## src/rtl/row_buffer_writer_if.sv

```systemverilog
// Pixel stream handshake between a raster source and the row buffer writer.
// master = pixel source, slave = row_buffer_writer.
interface row_buffer_writer_if #(
  parameter int PIX_WIDTH = 8
) ();
  logic                 pix_valid;
  logic                 pix_ready;
  logic [PIX_WIDTH-1:0] pix_data;
  logic                 pix_sof;

  modport master (output pix_valid, output pix_data, output pix_sof, input pix_ready);
  modport slave  (input pix_valid, input pix_data, input pix_sof, output pix_ready);
endinterface

```

## src/rtl/row_buffer_writer.sv

```systemverilog
// Packs a raster pixel stream into words and writes rows round-robin into the row BRAMs.
// Optional RBW_STALL_CNT_EN adds a saturating stall_cnt output (cycles stalled with data waiting).
module row_buffer_writer #(
  parameter int PIX_WIDTH         = 8,
  parameter int PIX_PER_WORD      = 4,
  parameter int BRAM_W_DATA_WIDTH = 32,
  parameter int IMG_WIDTH         = 512,
  parameter int BRAMs             = 4,
  parameter int BRAM_ADDR         = 2,
  parameter int BRAM_DEPTH_ADDR   = 7
) (
  input  logic                         clk,
  input  logic                         rst_n,
  row_buffer_writer_if.slave           pix,
  input  logic                         row_release,
  output logic                         EN_A,
  output logic [BRAM_ADDR-1:0]         BRAM_W,
  output logic [BRAM_DEPTH_ADDR-1:0]   ADDR_A,
  output logic [BRAM_W_DATA_WIDTH-1:0] DIN_A,
  output logic                         row_done,
  output logic [BRAM_ADDR:0]           rows_filled,
  output logic                         release_err
`ifdef RBW_STALL_CNT_EN
  ,
  output logic [15:0]                  stall_cnt
`endif
);

  localparam int WORDS_PER_ROW = IMG_WIDTH / PIX_PER_WORD;
  localparam int LANE_W        = (PIX_PER_WORD > 1) ? $clog2(PIX_PER_WORD) : 1;

  localparam logic [BRAM_DEPTH_ADDR-1:0] LAST_ADDR = BRAM_DEPTH_ADDR'(WORDS_PER_ROW - 1);
  localparam logic [BRAM_ADDR-1:0]       LAST_BRAM = BRAM_ADDR'(BRAMs - 1);
  localparam logic [BRAM_ADDR:0]         FULL_ROWS = (BRAM_ADDR + 1)'(BRAMs);
  localparam logic [LANE_W-1:0]          LAST_LANE = LANE_W'(PIX_PER_WORD - 1);

  if (IMG_WIDTH % PIX_PER_WORD != 0) begin : g_err_img_width
    $error("IMG_WIDTH must be a multiple of PIX_PER_WORD");
  end
  if (PIX_WIDTH * PIX_PER_WORD != BRAM_W_DATA_WIDTH) begin : g_err_word_width
    $error("PIX_WIDTH*PIX_PER_WORD must equal BRAM_W_DATA_WIDTH");
  end
  if (PIX_PER_WORD < 2) begin : g_err_ppw
    $error("PIX_PER_WORD must be at least 2");
  end
  if ((1 << BRAM_ADDR) < BRAMs) begin : g_err_bram_addr
    $error("BRAM_ADDR too narrow for BRAMs");
  end
  if ((1 << BRAM_DEPTH_ADDR) < WORDS_PER_ROW) begin : g_err_depth_addr
    $error("BRAM_DEPTH_ADDR too narrow for one row");
  end

  typedef enum logic [1:0] {
    IDLE  = 2'd0,
    FILL  = 2'd1,
    STALL = 2'd2
  } state_t;

  state_t state_reg, state_next;

  logic                         pix_ready_reg;
  logic [LANE_W-1:0]            lane_reg;
  logic [BRAM_DEPTH_ADDR-1:0]   wr_addr_reg;
  logic [BRAM_ADDR-1:0]         wr_bram_reg;
  logic                         en_a_reg;
  logic [BRAM_ADDR-1:0]         bram_w_reg;
  logic [BRAM_DEPTH_ADDR-1:0]   addr_a_reg;
  logic [BRAM_W_DATA_WIDTH-1:0] din_a_reg;
  logic                         row_done_reg;
  logic [BRAM_ADDR:0]           rows_filled_reg, rows_filled_next;
  logic                         release_err_reg, release_err_next;

  logic accept, sof_accept, pix_take, word_issue, row_end;
  logic [BRAM_W_DATA_WIDTH-1:0] word_full;

  always_comb begin
    accept     = pix.pix_valid && pix_ready_reg;
    sof_accept = accept && pix.pix_sof;
    pix_take   = accept && !pix.pix_sof && (state_reg == FILL);
    word_issue = pix_take && (lane_reg == LAST_LANE);
    row_end    = word_issue && (wr_addr_reg == LAST_ADDR);
  end

  // Lanes 0..N-2 are buffered; the top lane comes straight from the completing pixel.
  genvar gi;
  generate
    for (gi = 0; gi < PIX_PER_WORD - 1; gi++) begin : g_lane
      logic [PIX_WIDTH-1:0] data_reg;
      logic                 load;

      assign load = (sof_accept && (gi == 0)) || (pix_take && (lane_reg == LANE_W'(gi)));

      always_ff @(posedge clk or negedge rst_n) begin
        if (!rst_n) begin
          data_reg <= '0;
        end else if (load) begin
          data_reg <= pix.pix_data;
        end
      end

      assign word_full[gi*PIX_WIDTH +: PIX_WIDTH] = data_reg;
    end
  endgenerate

  assign word_full[(PIX_PER_WORD-1)*PIX_WIDTH +: PIX_WIDTH] = pix.pix_data;

  // A completed row is counted in its row_done cycle, so a release in that
  // same cycle cancels it out.
  always_comb begin
    rows_filled_next = rows_filled_reg;
    release_err_next = release_err_reg;
    if (row_release && !row_done_reg && (rows_filled_reg == '0)) begin
      release_err_next = 1'b1;
    end
    if (sof_accept) begin
      rows_filled_next = '0;
    end else if (row_done_reg && !row_release) begin
      rows_filled_next = rows_filled_reg + 1'b1;
    end else if (!row_done_reg && row_release && (rows_filled_reg != '0)) begin
      rows_filled_next = rows_filled_reg - 1'b1;
    end
  end

  // The row just finished is still pending in rows_filled_next, hence the -1.
  always_comb begin
    state_next = state_reg;
    case (state_reg)
      IDLE: begin
        if (sof_accept) begin
          state_next = FILL;
        end
      end
      FILL: begin
        if (row_end && (rows_filled_next >= FULL_ROWS - 1'b1)) begin
          state_next = STALL;
        end
      end
      STALL: begin
        if ((rows_filled_reg < FULL_ROWS) && !row_done_reg) begin
          state_next = FILL;
        end
      end
      default: state_next = IDLE;
    endcase
  end

  always_ff @(posedge clk or negedge rst_n) begin
    if (!rst_n) begin
      state_reg     <= IDLE;
      pix_ready_reg <= 1'b0;
    end else begin
      state_reg     <= state_next;
      pix_ready_reg <= (state_next != STALL);
    end
  end

  always_ff @(posedge clk or negedge rst_n) begin
    if (!rst_n) begin
      lane_reg        <= '0;
      wr_addr_reg     <= '0;
      wr_bram_reg     <= '0;
      en_a_reg        <= 1'b0;
      bram_w_reg      <= '0;
      addr_a_reg      <= '0;
      din_a_reg       <= '0;
      row_done_reg    <= 1'b0;
      rows_filled_reg <= '0;
      release_err_reg <= 1'b0;
    end else begin
      en_a_reg        <= word_issue;
      row_done_reg    <= row_end;
      rows_filled_reg <= rows_filled_next;
      release_err_reg <= release_err_next;
      if (sof_accept) begin
        // Frame restart: the partial word is dropped and the sof pixel sits in lane 0.
        lane_reg    <= LANE_W'(1);
        wr_addr_reg <= '0;
        wr_bram_reg <= '0;
        addr_a_reg  <= '0;
        bram_w_reg  <= '0;
      end else if (pix_take) begin
        if (word_issue) begin
          lane_reg   <= '0;
          addr_a_reg <= wr_addr_reg;
          bram_w_reg <= wr_bram_reg;
          din_a_reg  <= word_full;
          if (row_end) begin
            wr_addr_reg <= '0;
            wr_bram_reg <= (wr_bram_reg == LAST_BRAM) ? '0 : wr_bram_reg + 1'b1;
          end else begin
            wr_addr_reg <= wr_addr_reg + 1'b1;
          end
        end else begin
          lane_reg <= lane_reg + 1'b1;
        end
      end
    end
  end

`ifdef RBW_STALL_CNT_EN
  logic [15:0] stall_cnt_reg;

  always_ff @(posedge clk or negedge rst_n) begin
    if (!rst_n) begin
      stall_cnt_reg <= '0;
    end else if (sof_accept) begin
      stall_cnt_reg <= '0;
    end else if ((state_reg == STALL) && pix.pix_valid && !pix_ready_reg
                 && (stall_cnt_reg != 16'hFFFF)) begin
      stall_cnt_reg <= stall_cnt_reg + 16'd1;
    end
  end

  assign stall_cnt = stall_cnt_reg;
`else
  // Stall counter not built.
`endif

  assign pix.pix_ready = pix_ready_reg;
  assign EN_A          = en_a_reg;
  assign BRAM_W        = bram_w_reg;
  assign ADDR_A        = addr_a_reg;
  assign DIN_A         = din_a_reg;
  assign row_done      = row_done_reg;
  assign rows_filled   = rows_filled_reg;
  assign release_err   = release_err_reg;

endmodule

```

## src/flat_wrapper.sv

```systemverilog
// flat-port wrapper written by rule: the top's interface ports become plain ports
module row_buffer_writer_flat 
#(
  parameter int PIX_WIDTH         = 8,
  parameter int PIX_PER_WORD      = 4,
  parameter int BRAM_W_DATA_WIDTH = 32,
  parameter int IMG_WIDTH         = 512,
  parameter int BRAMs             = 4,
  parameter int BRAM_ADDR         = 2,
  parameter int BRAM_DEPTH_ADDR   = 7
)
  (clk, rst_n, row_release, EN_A, BRAM_W, ADDR_A, DIN_A, row_done, rows_filled, release_err, pix_pix_valid, pix_pix_data, pix_pix_sof, pix_pix_ready);
  row_buffer_writer_if #(.PIX_WIDTH(PIX_WIDTH)) pix_i ();
  input  logic clk;
  input  logic rst_n;
  input  logic row_release;
  output logic EN_A;
  output logic [BRAM_ADDR-1:0] BRAM_W;
  output logic [BRAM_DEPTH_ADDR-1:0] ADDR_A;
  output logic [BRAM_W_DATA_WIDTH-1:0] DIN_A;
  output logic row_done;
  output logic [BRAM_ADDR:0] rows_filled;
  output logic release_err;
  input wire logic [$bits(pix_i.pix_valid)-1:0] pix_pix_valid;
  input wire logic [$bits(pix_i.pix_data)-1:0] pix_pix_data;
  input wire logic [$bits(pix_i.pix_sof)-1:0] pix_pix_sof;
  output wire logic [$bits(pix_i.pix_ready)-1:0] pix_pix_ready;
  assign pix_i.pix_valid = pix_pix_valid;
  assign pix_i.pix_data = pix_pix_data;
  assign pix_i.pix_sof = pix_pix_sof;
  assign pix_pix_ready = pix_i.pix_ready;
  row_buffer_writer #(.PIX_WIDTH(PIX_WIDTH), .PIX_PER_WORD(PIX_PER_WORD), .BRAM_W_DATA_WIDTH(BRAM_W_DATA_WIDTH), .IMG_WIDTH(IMG_WIDTH), .BRAMs(BRAMs), .BRAM_ADDR(BRAM_ADDR), .BRAM_DEPTH_ADDR(BRAM_DEPTH_ADDR)) u_core (.clk(clk), .rst_n(rst_n), .pix(pix_i), .row_release(row_release), .EN_A(EN_A), .BRAM_W(BRAM_W), .ADDR_A(ADDR_A), .DIN_A(DIN_A), .row_done(row_done), .rows_filled(rows_filled), .release_err(release_err));
endmodule
```

## config.mk

```make
export PLATFORM = sky130hd
export DESIGN_NAME = row_buffer_writer_flat
export DESIGN_NICKNAME = d
export VERILOG_FILES = /design/src/rtl/row_buffer_writer_if.sv /design/src/rtl/row_buffer_writer.sv /design/src/flat_wrapper.sv
export SDC_FILE = /design/constraint.sdc
export NUM_CORES = 1
export LEC_CHECK = 0
export BUFFER_PORTS_ARGS = -buffer_cell sky130_fd_sc_hd__clkbuf_2
export CAP_MARGIN = 5
export CORE_MARGIN = 10
export CORE_UTILIZATION = 30
export CTS_CLUSTER_DIAMETER = 50
export DETAILED_ROUTE_END_ITERATION = 10
export PLACE_DENSITY_LB_ADDON = 0.05
export SYNTH_ARGS = -nofsm -noshare
export SYNTH_HDL_FRONTEND = slang
export SYNTH_SLANG_ARGS = --single-unit
export TNS_END_PERCENT = 1
```

## constraint.sdc

```tcl
create_clock -name clk -period 2.01 [get_ports clk]
set_input_delay 0.1005 -clock clk [delete_from_list [all_inputs] [get_ports clk]]
set_output_delay 0.1005 -clock clk [all_outputs]
set_load 0.02 [all_outputs]
```

==> run_results.csv <==
group,metric,value,unit
clock_tree,clock_path_buffers,2,
die,die_x,130.3,um
cells_and_area,drive_above_1_share,0.2786,
yosys,synth-edff-count,0,
timing,slew_violations,0,
yosys,ys_top_cells_by_area,"dfrtp_1 58%, nand2_1 12%, mux2_2 7.4%, ha_1 3.1%, nand3_1 2.5%",
power,power,5.990,mW
placed_design,place_area,4177,um2
yosys,synth-seq-cells,85,
yosys,synth_top_cell_by_area,"dfrtp_1",
cells_and_area,final_common_cell,"nand2_1",
routing,via_per_inst,4.670,
worst_setup_path,critPathKind,"reg2reg",
routing,vias,2648,
cells_and_area,layout_common_cells,"121 x nand2_1, 85 x dfrtp_1, 59 x clkbuf_2, 24 x mux2_2, 18 x nand3_1",
routing,dr.pass1.iters,4,
placed_design,placedCellCount,550,
grt,antenna_found_initial,0,
die,ios,61,
yosys,yosysTopAreaCellShare,0.5824,
cells_and_area,final_util,0.3745,
worst_setup_path,crit_path_max_incr_delay,0.42,ns
power,sw_frac_of_total,0.3430,
timing,hold_viol_final,0,
worst_setup_path,rr_startpoint,"u_core.rows_filled[0]",
worst_setup_path,cp.arrival,2.04,ns
worst_setup_path,path_max_fanout,5,
worst_hold_path,hold_path_end,"u_core.DIN_A[24]",
clock_tree,htreeDepth,3,
timing,setup_viol,0,
power,seq_power_share,0.433,
die,die_y,130.3,um
worst_setup_path,cp_top_family,"simple AND/OR/NAND/NOR gates",
power,total_leakage_power,2.284,nW
timing,slew_headroom,0.6996,
placed_design,io_buffers,60,
worst_setup_path,crit_slowest_cell,"dfrtp_1",
worst_hold_path,whs_path_depth,3,
grt,grt_pass1_wl,14770,um
routing,wire_per_inst,15.63,um
power,power.share.clock,0.277,
yosys,synth.avg_cell_area,10.59,um2
power,combPwrFrac,0.290,
worst_setup_path,cp.required,2.23,ns
clock_tree,cts_buffers,9,
routing,initialDrtViolationCount,108,
die,fp-row-count,40,
clock_tree,cts_sinks,85,
worst_setup_path,endpoint_kind,"flop",
timing,whs,0.01623,ns
worst_hold_path,hold_path.class,"in2reg",
worst_setup_path,critical_path.cell_chain,"inv_1 > ha_1 > nor4bb_1 > a41oi_1 > nor2_1 > or3_1",
power,switching_power,2.055,mW
yosys,ys_types,46,
die,core-area,11960,um2
worst_setup_path,r2r-end,"u_core.state_reg[1]",
routing,ant_nets,0,
grt,grt_usage,0.1129,
worst_hold_path,hp-start,"pix_pix_data[0]",
yosys,synth_fp_nets,367,
yosys,synth_seq_area_share,0.5824,
yosys,yosysWarningCount,0,
worst_setup_path,critical_path_buf_inv_count,1,
outcome,outcome,"finished clean",
routing,wl,8861,um
placed_design,detailed_place_hpwl,6240,um
cells_and_area,largest_register_ffs,32,
clock_tree,clkSlewWorstSetupHoldPaths,0.06,ns
power,powerDensity,1337,nW/um2
cells_and_area,fin_area,4479,um2
cells_and_area,nFillCells,1220,
timing,rsz0062_at_grt,"no",
yosys,netlist_area,3652,um2
die,start_util,0.3053,
timing,tightest_slew,0.4501,ns
clock_tree,clock_latency,0.34,ns
cells_and_area,stdcell_count,567,
yosys,syn_inst,345,
cells_and_area,final_nets,437,
cells_and_area,syn2layout_area_growth,22.64,%
timing,max_freq,548.1,MHz
timing,period_share,0.9078,
grt,overflow,0,
worst_setup_path,r2r_setup_slack,0.19,ns
clock_tree,cts_tree,"yes",
grt,grt_max_degree,41,
power,intPower,3.935,mW
clock_tree,root_buffer,"clkbuf_16",
die,dieArea,16990,um2
placed_design,gp_congestion,0.7300,
worst_setup_path,reg2reg_depth,6,
timing,tns,0,ns
clock_tree,post_cts_buffers,0,
cells_and_area,antennaDiodeCount,0,
yosys,ys_dominant_reg_cell,"dfrtp_1",
yosys,async_flop_share,1.000,
routing,drc,0,
power,ir_worst_vdd,0.4346,mV
placed_design,dp_slack,0.1788,ns
timing,finalClockSkew,0.005469,ns
run,max_cap_violations,0,
worst_setup_path,cp-start-kind,"flop",
timing,finalCriticalPeriod,1.825,ns
grt,grt_pass1_vias,2817,
timing,setup_ws,0.1854,ns
## power by group through the flow
stage / clock network, mW / registers (mW) / logic, mW
3_3_place_gp: 0 / 2.62 / 1.77
6_report: 1.66 / 2.59 / 1.74
2_1_floorplan: 0 / 2.97 / 0.781
5_1_grt: 1.79 / 2.68 / 1.96
4_1_cts: 1.73 / 2.61 / 1.79
3_5_place_dp: 0 / 2.64 / 1.78
## area by class of cell
class                   count  area (um2)  area share
well taps                 147       183.9     0.04106
flip-flops and latches     85        2127      0.4749
inverters                   8       30.03    0.006704
multi-input cells         240        1433      0.3198
clock buffers              11       232.7     0.05196
clock inverters             5       60.06     0.01341
repair buffers             71       412.9     0.09218
## Yosys cell counts (4+ instances only)
cell / instances
buf_2: 8
nor3_1: 4
nand3_1: 18
inv_1: 7
ha_1: 9
nor2_1: 9
dfrtp_1: 85
a21oi_1: 5
nand2_1: 121
o21ai_0: 4
xnor2_1: 5
mux2_2: 24
## how the worst max path moves through the flow
| stage | cells after the start | startpoint | to | slack [ns] |
|---|---|---|---|---|
| after global routing | 6 | u_core.rows_filled[0] | u_core.state_reg[1] | 0.07 |
| after floorplan | 6 | u_core.rows_filled[0] | u_core.state_reg[1] | 0.23 |
| after global placement | 6 | u_core.rows_filled[0] | u_core.state_reg[1] | 0.22 |
| final | 6 | u_core.rows_filled[0] | u_core.state_reg[1] | 0.19 |
| after CTS | 6 | u_core.rows_filled[0] | u_core.state_reg[1] | 0.17 |
| after detailed placement | 6 | u_core.rows_filled[0] | u_core.state_reg[1] | 0.18 |
## worst register-to-register path: stages, from the launching register on
cell	delay (ns)
dfrtp_1	0.42
inv_1	0.12
ha_1	0.34
nor4bb_1	0.15
a41oi_1	0.26
nor2_1	0.10
or3_1	0.32
## timing repair
item	4_1_cts	5_1_grt
hold buffers	1	0
resized for setup	0	0
hold endpoints to repair	31	0
## cells by family (layout without fill, tap and decap cells)
group / count (synthesis) / in the layout / share of synthesized area
simple gates: 180 / 180 / 0.2292
flops: 85 / 85 / 0.5824
mux: 26 / 26 / 0.07948
buf+inv: 20 / 95 / 0.02535
compound gates: 19 / 19 / 0.03837
fa+ha+maj: 9 / 9 / 0.03083
xor+xnor: 6 / 6 / 0.01439
## layer usage
metal / global-route usage / share of wire / vias up / routed length, um
met5: 0 / 0 / - / 0
met4: 0.03793 / 0.015 / 0 / 129
met3: 0.03935 / 0.046 / 9 / 409
met2: 0.1967 / 0.51 / 44 / 4494
met1: 0.1260 / 0.43 / 1301 / 3828
li1: - / - / 1294 / -
(Power assumes the default switching activity.)
